==> config.mk <==
export PLATFORM = sky130hd
export DESIGN_NAME = bus_arbiter_flat
export DESIGN_NICKNAME = d
export VERILOG_FILES = /design/src/rtl/bus_pkg.sv /design/src/rtl/bus_arbiter_if.sv /design/src/rtl/bus_mux.sv /design/src/rtl/bus_arbiter.sv /design/src/flat_wrapper.sv
export SDC_FILE = /design/constraint.sdc
export NUM_CORES = 1
export LEC_CHECK = 0
export CORE_AREA = 2 2 97 99
export CTS_CLUSTER_DIAMETER = 30
export DETAILED_ROUTE_END_ITERATION = 10
export DIE_AREA = 0 0 99 101
export PLACE_DENSITY = 0.72
export SYNTH_ARGS = -nofsm -noshare
export SYNTH_HDL_FRONTEND = slang
export SYNTH_SLANG_ARGS = --single-unit
export TNS_END_PERCENT = 50
==> constraint.sdc <==
create_clock -name clk -period 2.2 [get_ports clk]
set_input_delay 0.44 -clock clk [delete_from_list [all_inputs] [get_ports clk]]
set_output_delay 0.44 -clock clk [all_outputs]
set_load 0.01 [all_outputs]
==> src/rtl/bus_pkg.sv <==
// Shared types and constants for the two-master bus arbiter: state encoding,
// bus_owner codes, default bus widths and the slave address map.
package bus_pkg;

  localparam int unsigned AddrWDefault = 16;
  localparam int unsigned DataWDefault = 64;

  typedef enum logic [1:0] {
    StIdle   = 2'b00,
    StGrant0 = 2'b01,
    StGrant1 = 2'b10
  } arb_state_e;

  localparam logic [1:0] OwnerNone = 2'b00;
  localparam logic [1:0] OwnerM0   = 2'b01;
  localparam logic [1:0] OwnerM1   = 2'b10;

  localparam logic [15:0] MEM_BASE  = 16'h0000;
  localparam logic [15:0] MEM_LAST  = 16'h07FF;
  localparam logic [15:0] FACT_BASE = 16'h7000;
  localparam logic [15:0] FACT_LAST = 16'h703F;

  function automatic logic [1:0] owner_code(arb_state_e st);
    logic [1:0] code;
    code = OwnerNone;
    unique case (st)
      StGrant0: code = OwnerM0;
      StGrant1: code = OwnerM1;
      default:  code = OwnerNone;
    endcase
    return code;
  endfunction

endpackage

==> src/rtl/bus_arbiter_if.sv <==
// Bundle of master-side request signals and slave-side muxed bus for bus_arbiter.
// master: the requesting side; slave: the arbiter's view.
interface bus_arbiter_if import bus_pkg::*; #(
  parameter int unsigned ADDR_W = AddrWDefault,
  parameter int unsigned DATA_W = DataWDefault
);

  logic              m0_req;
  logic              m1_req;
  logic              m0_wr;
  logic              m1_wr;
  logic [ADDR_W-1:0] m0_addr;
  logic [ADDR_W-1:0] m1_addr;
  logic [DATA_W-1:0] m0_dout;
  logic [DATA_W-1:0] m1_dout;

  logic              m0_grant;
  logic              m1_grant;
  logic              s_req;
  logic              s_wr;
  logic [ADDR_W-1:0] s_addr;
  logic [DATA_W-1:0] s_dout;
  logic [1:0]        bus_owner;

  modport master (
    output m0_req, m1_req, m0_wr, m1_wr, m0_addr, m1_addr, m0_dout, m1_dout,
    input  m0_grant, m1_grant, s_req, s_wr, s_addr, s_dout, bus_owner
  );

  modport slave (
    input  m0_req, m1_req, m0_wr, m1_wr, m0_addr, m1_addr, m0_dout, m1_dout,
    output m0_grant, m1_grant, s_req, s_wr, s_addr, s_dout, bus_owner
  );

endinterface

==> src/rtl/bus_mux.sv <==
// Combinational owner-select of req/wr/addr/dout onto the slave bus.
// With no owner the slave bus is driven to all zeros.
module bus_mux import bus_pkg::*; #(
  parameter int unsigned ADDR_W = AddrWDefault,
  parameter int unsigned DATA_W = DataWDefault
) (
  input  arb_state_e        state_i,
  input  logic              m0_req_i,
  input  logic              m0_wr_i,
  input  logic [ADDR_W-1:0] m0_addr_i,
  input  logic [DATA_W-1:0] m0_dout_i,
  input  logic              m1_req_i,
  input  logic              m1_wr_i,
  input  logic [ADDR_W-1:0] m1_addr_i,
  input  logic [DATA_W-1:0] m1_dout_i,
  output logic              s_req_o,
  output logic              s_wr_o,
  output logic [ADDR_W-1:0] s_addr_o,
  output logic [DATA_W-1:0] s_dout_o
);

  always_comb begin
    s_req_o  = 1'b0;
    s_wr_o   = 1'b0;
    s_addr_o = '0;
    s_dout_o = '0;
    unique case (state_i)
      StGrant0: begin
        s_req_o  = m0_req_i;
        s_wr_o   = m0_wr_i;
        s_addr_o = m0_addr_i;
        s_dout_o = m0_dout_i;
      end
      StGrant1: begin
        s_req_o  = m1_req_i;
        s_wr_o   = m1_wr_i;
        s_addr_o = m1_addr_i;
        s_dout_o = m1_dout_i;
      end
      default: ;
    endcase
  end

endmodule

==> src/rtl/bus_arbiter.sv <==
// Two-master round-robin bus arbiter with registered grants and owner-select mux.
// Optional hold timeout enabled by defining BUS_ARB_TIMEOUT_EN (uses MAX_HOLD).
module bus_arbiter import bus_pkg::*; #(
  parameter int unsigned ADDR_W   = AddrWDefault,
  parameter int unsigned DATA_W   = DataWDefault,
  parameter int unsigned MAX_HOLD = 16
) (
  input logic           clk,
  input logic           reset,
  bus_arbiter_if.slave  bus
);

  arb_state_e state_q, state_d;
  // 0: master 0 was granted last, 1: master 1 was granted last.
  logic       last_owner_q, last_owner_d;
  logic       timeout_hit;

`ifdef BUS_ARB_TIMEOUT_EN
  localparam logic [7:0] HoldLast = 8'(MAX_HOLD - 1);

  logic [7:0] hold_q, hold_d;

  assign timeout_hit = (hold_q == HoldLast);

  // Saturating at HoldLast keeps the preemption armed until the other master asks.
  always_comb begin
    hold_d = hold_q;
    if (state_d != state_q) begin
      hold_d = '0;
    end else if (state_q != StIdle && !timeout_hit) begin
      hold_d = hold_q + 8'd1;
    end
  end
`else
  logic [7:0] unused_max_hold;
  assign unused_max_hold = 8'(MAX_HOLD);
  assign timeout_hit     = 1'b0;
`endif

  always_comb begin
    state_d      = state_q;
    last_owner_d = last_owner_q;
    unique case (state_q)
      StIdle: begin
        if (bus.m0_req && bus.m1_req) begin
          state_d = last_owner_q ? StGrant0 : StGrant1;
        end else if (bus.m0_req) begin
          state_d = StGrant0;
        end else if (bus.m1_req) begin
          state_d = StGrant1;
        end
      end
      StGrant0: begin
        if (bus.m0_req && !(timeout_hit && bus.m1_req)) begin
          state_d = StGrant0;
        end else if (bus.m1_req) begin
          state_d = StGrant1;
        end else begin
          state_d = StIdle;
        end
      end
      StGrant1: begin
        if (bus.m1_req && !(timeout_hit && bus.m0_req)) begin
          state_d = StGrant1;
        end else if (bus.m0_req) begin
          state_d = StGrant0;
        end else begin
          state_d = StIdle;
        end
      end
      default: state_d = StIdle;
    endcase

    if (state_d == StGrant0) begin
      last_owner_d = 1'b0;
    end else if (state_d == StGrant1) begin
      last_owner_d = 1'b1;
    end
  end

  always_ff @(posedge clk) begin
    if (reset) begin
      state_q      <= StIdle;
      last_owner_q <= 1'b1;
`ifdef BUS_ARB_TIMEOUT_EN
      hold_q       <= '0;
`endif
    end else begin
      state_q      <= state_d;
      last_owner_q <= last_owner_d;
`ifdef BUS_ARB_TIMEOUT_EN
      hold_q       <= hold_d;
`endif
    end
  end

  assign bus.m0_grant  = (state_q == StGrant0);
  assign bus.m1_grant  = (state_q == StGrant1);
  assign bus.bus_owner = owner_code(state_q);

  bus_mux #(
    .ADDR_W (ADDR_W),
    .DATA_W (DATA_W)
  ) u_bus_mux (
    .state_i   (state_q),
    .m0_req_i  (bus.m0_req),
    .m0_wr_i   (bus.m0_wr),
    .m0_addr_i (bus.m0_addr),
    .m0_dout_i (bus.m0_dout),
    .m1_req_i  (bus.m1_req),
    .m1_wr_i   (bus.m1_wr),
    .m1_addr_i (bus.m1_addr),
    .m1_dout_i (bus.m1_dout),
    .s_req_o   (bus.s_req),
    .s_wr_o    (bus.s_wr),
    .s_addr_o  (bus.s_addr),
    .s_dout_o  (bus.s_dout)
  );

endmodule

==> src/flat_wrapper.sv <==
// flat-port wrapper written by rule: the top's interface ports become plain ports
module bus_arbiter_flat import bus_pkg::*;
#(
  parameter int unsigned ADDR_W   = AddrWDefault,
  parameter int unsigned DATA_W   = DataWDefault,
  parameter int unsigned MAX_HOLD = 16
)
  (clk, reset, bus_m0_req, bus_m1_req, bus_m0_wr, bus_m1_wr, bus_m0_addr, bus_m1_addr, bus_m0_dout, bus_m1_dout, bus_m0_grant, bus_m1_grant, bus_s_req, bus_s_wr, bus_s_addr, bus_s_dout, bus_bus_owner);
  bus_arbiter_if #(.ADDR_W(ADDR_W), .DATA_W(DATA_W)) bus_i ();
  input logic clk;
  input logic reset;
  input wire logic [$bits(bus_i.m0_req)-1:0] bus_m0_req;
  input wire logic [$bits(bus_i.m1_req)-1:0] bus_m1_req;
  input wire logic [$bits(bus_i.m0_wr)-1:0] bus_m0_wr;
  input wire logic [$bits(bus_i.m1_wr)-1:0] bus_m1_wr;
  input wire logic [$bits(bus_i.m0_addr)-1:0] bus_m0_addr;
  input wire logic [$bits(bus_i.m1_addr)-1:0] bus_m1_addr;
  input wire logic [$bits(bus_i.m0_dout)-1:0] bus_m0_dout;
  input wire logic [$bits(bus_i.m1_dout)-1:0] bus_m1_dout;
  output wire logic [$bits(bus_i.m0_grant)-1:0] bus_m0_grant;
  output wire logic [$bits(bus_i.m1_grant)-1:0] bus_m1_grant;
  output wire logic [$bits(bus_i.s_req)-1:0] bus_s_req;
  output wire logic [$bits(bus_i.s_wr)-1:0] bus_s_wr;
  output wire logic [$bits(bus_i.s_addr)-1:0] bus_s_addr;
  output wire logic [$bits(bus_i.s_dout)-1:0] bus_s_dout;
  output wire logic [$bits(bus_i.bus_owner)-1:0] bus_bus_owner;
  assign bus_i.m0_req = bus_m0_req;
  assign bus_i.m1_req = bus_m1_req;
  assign bus_i.m0_wr = bus_m0_wr;
  assign bus_i.m1_wr = bus_m1_wr;
  assign bus_i.m0_addr = bus_m0_addr;
  assign bus_i.m1_addr = bus_m1_addr;
  assign bus_i.m0_dout = bus_m0_dout;
  assign bus_i.m1_dout = bus_m1_dout;
  assign bus_m0_grant = bus_i.m0_grant;
  assign bus_m1_grant = bus_i.m1_grant;
  assign bus_s_req = bus_i.s_req;
  assign bus_s_wr = bus_i.s_wr;
  assign bus_s_addr = bus_i.s_addr;
  assign bus_s_dout = bus_i.s_dout;
  assign bus_bus_owner = bus_i.bus_owner;
  bus_arbiter #(.ADDR_W(ADDR_W), .DATA_W(DATA_W), .MAX_HOLD(MAX_HOLD)) u_core (.clk(clk), .reset(reset), .bus(bus_i));
endmodule
==> results_dict.tcl <==
set metrics [dict create \
    drive_gt1_share_pct 6.26 \
    gp_congestion 0.771 \
    grt_start_max_net_pins 47 \
    synth_seq_cells 3 \
    worst-path-stages 6 \
    skew_ps 1.85 \
    antenna_found_initial 0 \
    critPathBufInv 3 \
    path_clk_slew_ps 30 \
    cp_slowest_cell "dfxtp_2" \
    rr_endpoint "u_core.last_owner_q$_SDFFE_PP1P_" \
    portBuffers 251 \
    yosysUniqueCellTypes 20 \
    coreArea_um2 8980 \
    dp_cells 567 \
    globalRouteMet2Util_pct 32.3 \
    grt_use_met3_pct 3.81 \
    end_kind "output pin" \
    placementRows 35 \
    fin_cells 574 \
    slowest_delay_ps 320 \
    timing.reg2reg.setup_slack_ps 200 \
    rr_worst_depth 9 \
    ys_seq_area_share_pct 3.94 \
    io_pins 252 \
    syn_area_per_cell_um2 6.89 \
    drc 0 \
    critPathTopFamily "buffers and inverters" \
    wirelength_um 9520 \
    path_class "reg2out" \
    grt_pass1_wl_um 13900 \
    synth.area.top_cells "a22oi_1 40%, nor2b_1 35%, ha_1 5.8%, buf_2 4.9%, dfxtp_1 3.9%" \
    grt_most_used_layer "met2" \
    cp_max_fo 19 \
    maxCapViolations 0 \
    critPathLaunch "u_core.state_q[0]$_SDFF_PP0_" \
    grt-ovfl-total 0 \
    cp-start-kind "flip-flop" \
    utilization_pct 48.0 \
    synth_top_area_cell "a22oi_1" \
    max_slew.worst_pin.slew_ps 253 \
    crit_required_ps 1760 \
    grt_use_met1_pct 19.9 \
    ir_worst_vdd_mv 0.340 \
    synth_top_area_share_pct 40.4 \
    p_total_w 0.00245 \
    finalMaxSlewViolations 0 \
    syn_nets 394 \
    synth_area_um2 1520 \
    power.density_nw_per_um2 568 \
    grt_pass1_vias 2677 \
    hpwlAfterDp_um 7460 \
    insertion_delay_ps 220 \
    dieArea_um2 10000 \
    hold_buffers 0 \
    nets 637 \
    grtUsageTotal_pct 17.1 \
    timing.rr.start "u_core.state_q[0]$_SDFF_PP0_" \
    timing.slew.headroom_pct 83.0 \
    cts.sinks 3 \
    status "finished clean" \
    hold_class "reg2reg" \
    drt_iter0_markers 80 \
    cp.arrival_ps 1660 \
    hold_violations 0 \
    setup_viol 0 \
    crit_path_end "bus_s_addr[10]" \
    synthToLayoutAreaGrowth_pct 183 \
    firstDrtPassIters 7 \
    cts_tree "yes" \
    die_y_um 101 \
    leakage_nw 1.84 \
    yosys_warnings 0 \
    path_cells "buf_4, ha_4, bufbuf_16, a22oi_1, nor2b_1, dlygate4sd2_1" \
    timing.final.crit_share_pct 95.6 \
    clock_tree.root_cell "clkbuf_8" \
    avgViaCountPerCell 4.76 \
    fp.dieW_um 99 \
    routedWlPerCell_um 16.6 \
    start_util_pct 17.0 \
    hold_slack_ps 514 \
    cts_max_level 1 \
    vias 2730 \
    postCtsSetupBuffers 0 \
    antenna_cells 0 \
    ctsLongestPathBuffers 2 \
    rsz0062_at_grt "false" \
    fmax_mhz 475 \
    antenna_left 0 \
    postSynthCellCount 221 \
    cts_buffers 3 \
    min_period_ps 2100 \
]
-- logic make-up after synthesis --
group	Yosys count	synth area share, %
DFF	3	3.94
and+or+nand+nor	88	35.9
muxes	1	0.657
adders and majority gates	7	5.75
buffers and inverters	31	9.12
AOI/OAI and AO/OA	91	44.6
-- cells in the final DEF, fill, tap and decap left out, drive strengths merged, types with 2 or more instances in the layout --
cell type        n
ha               7
bufbuf           3
buf             11
dlygate4sd2     81
clkdlybuf4s50  168
a22oi           82
clkbuf           4
nor2b           85
o21ai            3
inv              4
dfxtp            3
a211oi           2
-- power breakdown --
part	leakage (nW)	switching [W]	total (W)	internal [W]
registers	0.0254	0.0000159	0.0000901	0.0000742
logic	1.79	0.000940	0.00220	0.00126
clock network	0.0228	0.0000363	0.000160	0.000124
-- worst reg2reg max path, stage by stage, from the launching register on --
cell and delay [ps]:
dfxtp_2 340, buf_4 130, ha_4 170, bufbuf_16 310, nor2b_1 140, o21ai_1 90, a21o_1 190, ha_1 290
mux2i_1 180, nand2b_1 60
-- sequential cells by signal (all words and copies together) (netlist names) --
| register | cells |
|---|---|
| u_core.last_owner_q | 1 |
| u_core.state_q | 2 |
-- how the worst min path moves through the flow --
stage / cells past startpoint / slack, ps / to / from
2_1_floorplan: 2 / 470 / u_core.last_owner_q$_SDFFE_PP1P_ / u_core.last_owner_q$_SDFFE_PP1P_
3_3_place_gp: 2 / 500 / u_core.last_owner_q$_SDFFE_PP1P_ / u_core.last_owner_q$_SDFFE_PP1P_
3_5_place_dp: 2 / 500 / u_core.last_owner_q$_SDFFE_PP1P_ / u_core.last_owner_q$_SDFFE_PP1P_
4_1_cts: 2 / 510 / u_core.last_owner_q$_SDFFE_PP1P_ / u_core.last_owner_q$_SDFFE_PP1P_
5_1_grt: 2 / 530 / u_core.last_owner_q$_SDFFE_PP1P_ / u_core.last_owner_q$_SDFFE_PP1P_
6_report: 2 / 510 / u_core.last_owner_q$_SDFFE_PP1P_ / u_core.last_owner_q$_SDFFE_PP1P_
-- cell usage after synthesis, drive strengths merged --
cell type and count:
clkbuf 11, buf 16, nor2 1, a21boi 1
a21oi 1, inv 4, nand2b 1, o31a 1
dfxtp 3, a21o 1, a211oi 2, nor2b 85
ha 7, nand3 1, mux2i 1, a22oi 82
o21ai 3
-- metal layers --
layer / part of all wire, % / vias to the layer above / wire length (µm)
met5: 0 / - / 0
met4: 1.5 / 0 / 141
met3: 8.6 / 16 / 818
met2: 52 / 150 / 5000
met1: 37 / 1267 / 3560
li1: - / 1297 / -
-- per-stage QoR --
stage / worst slack (ps) / TNS, ps / instance area [µm²]
after floorplan: 311 / 0 / 1520
after global placement: 6.06 / 0 / 4220
after detailed placement: -23.7 / -38.0 / 4220
after CTS: 1.80 / 0 / 4290
after global routing: 2.19 / 0 / 4310
final: 96.7 / 0 / 4310
-- what timing repair did --
item                                    in CTS  in global routing
endpoints found under the setup margin      82                 15
gates cloned                                 3                  0
gates resized for setup                     90                  5
-- cell type report --
type | instances | area, µm²
clock buffers | 4 | 45.0
fillers | 913 | 4670
inverters | 4 | 15.0
multi-input cells | 187 | 1380
flip-flops and latches | 3 | 62.6
well taps | 111 | 139
repair buffers | 265 | 2670
(Power assumes the default switching activity.)
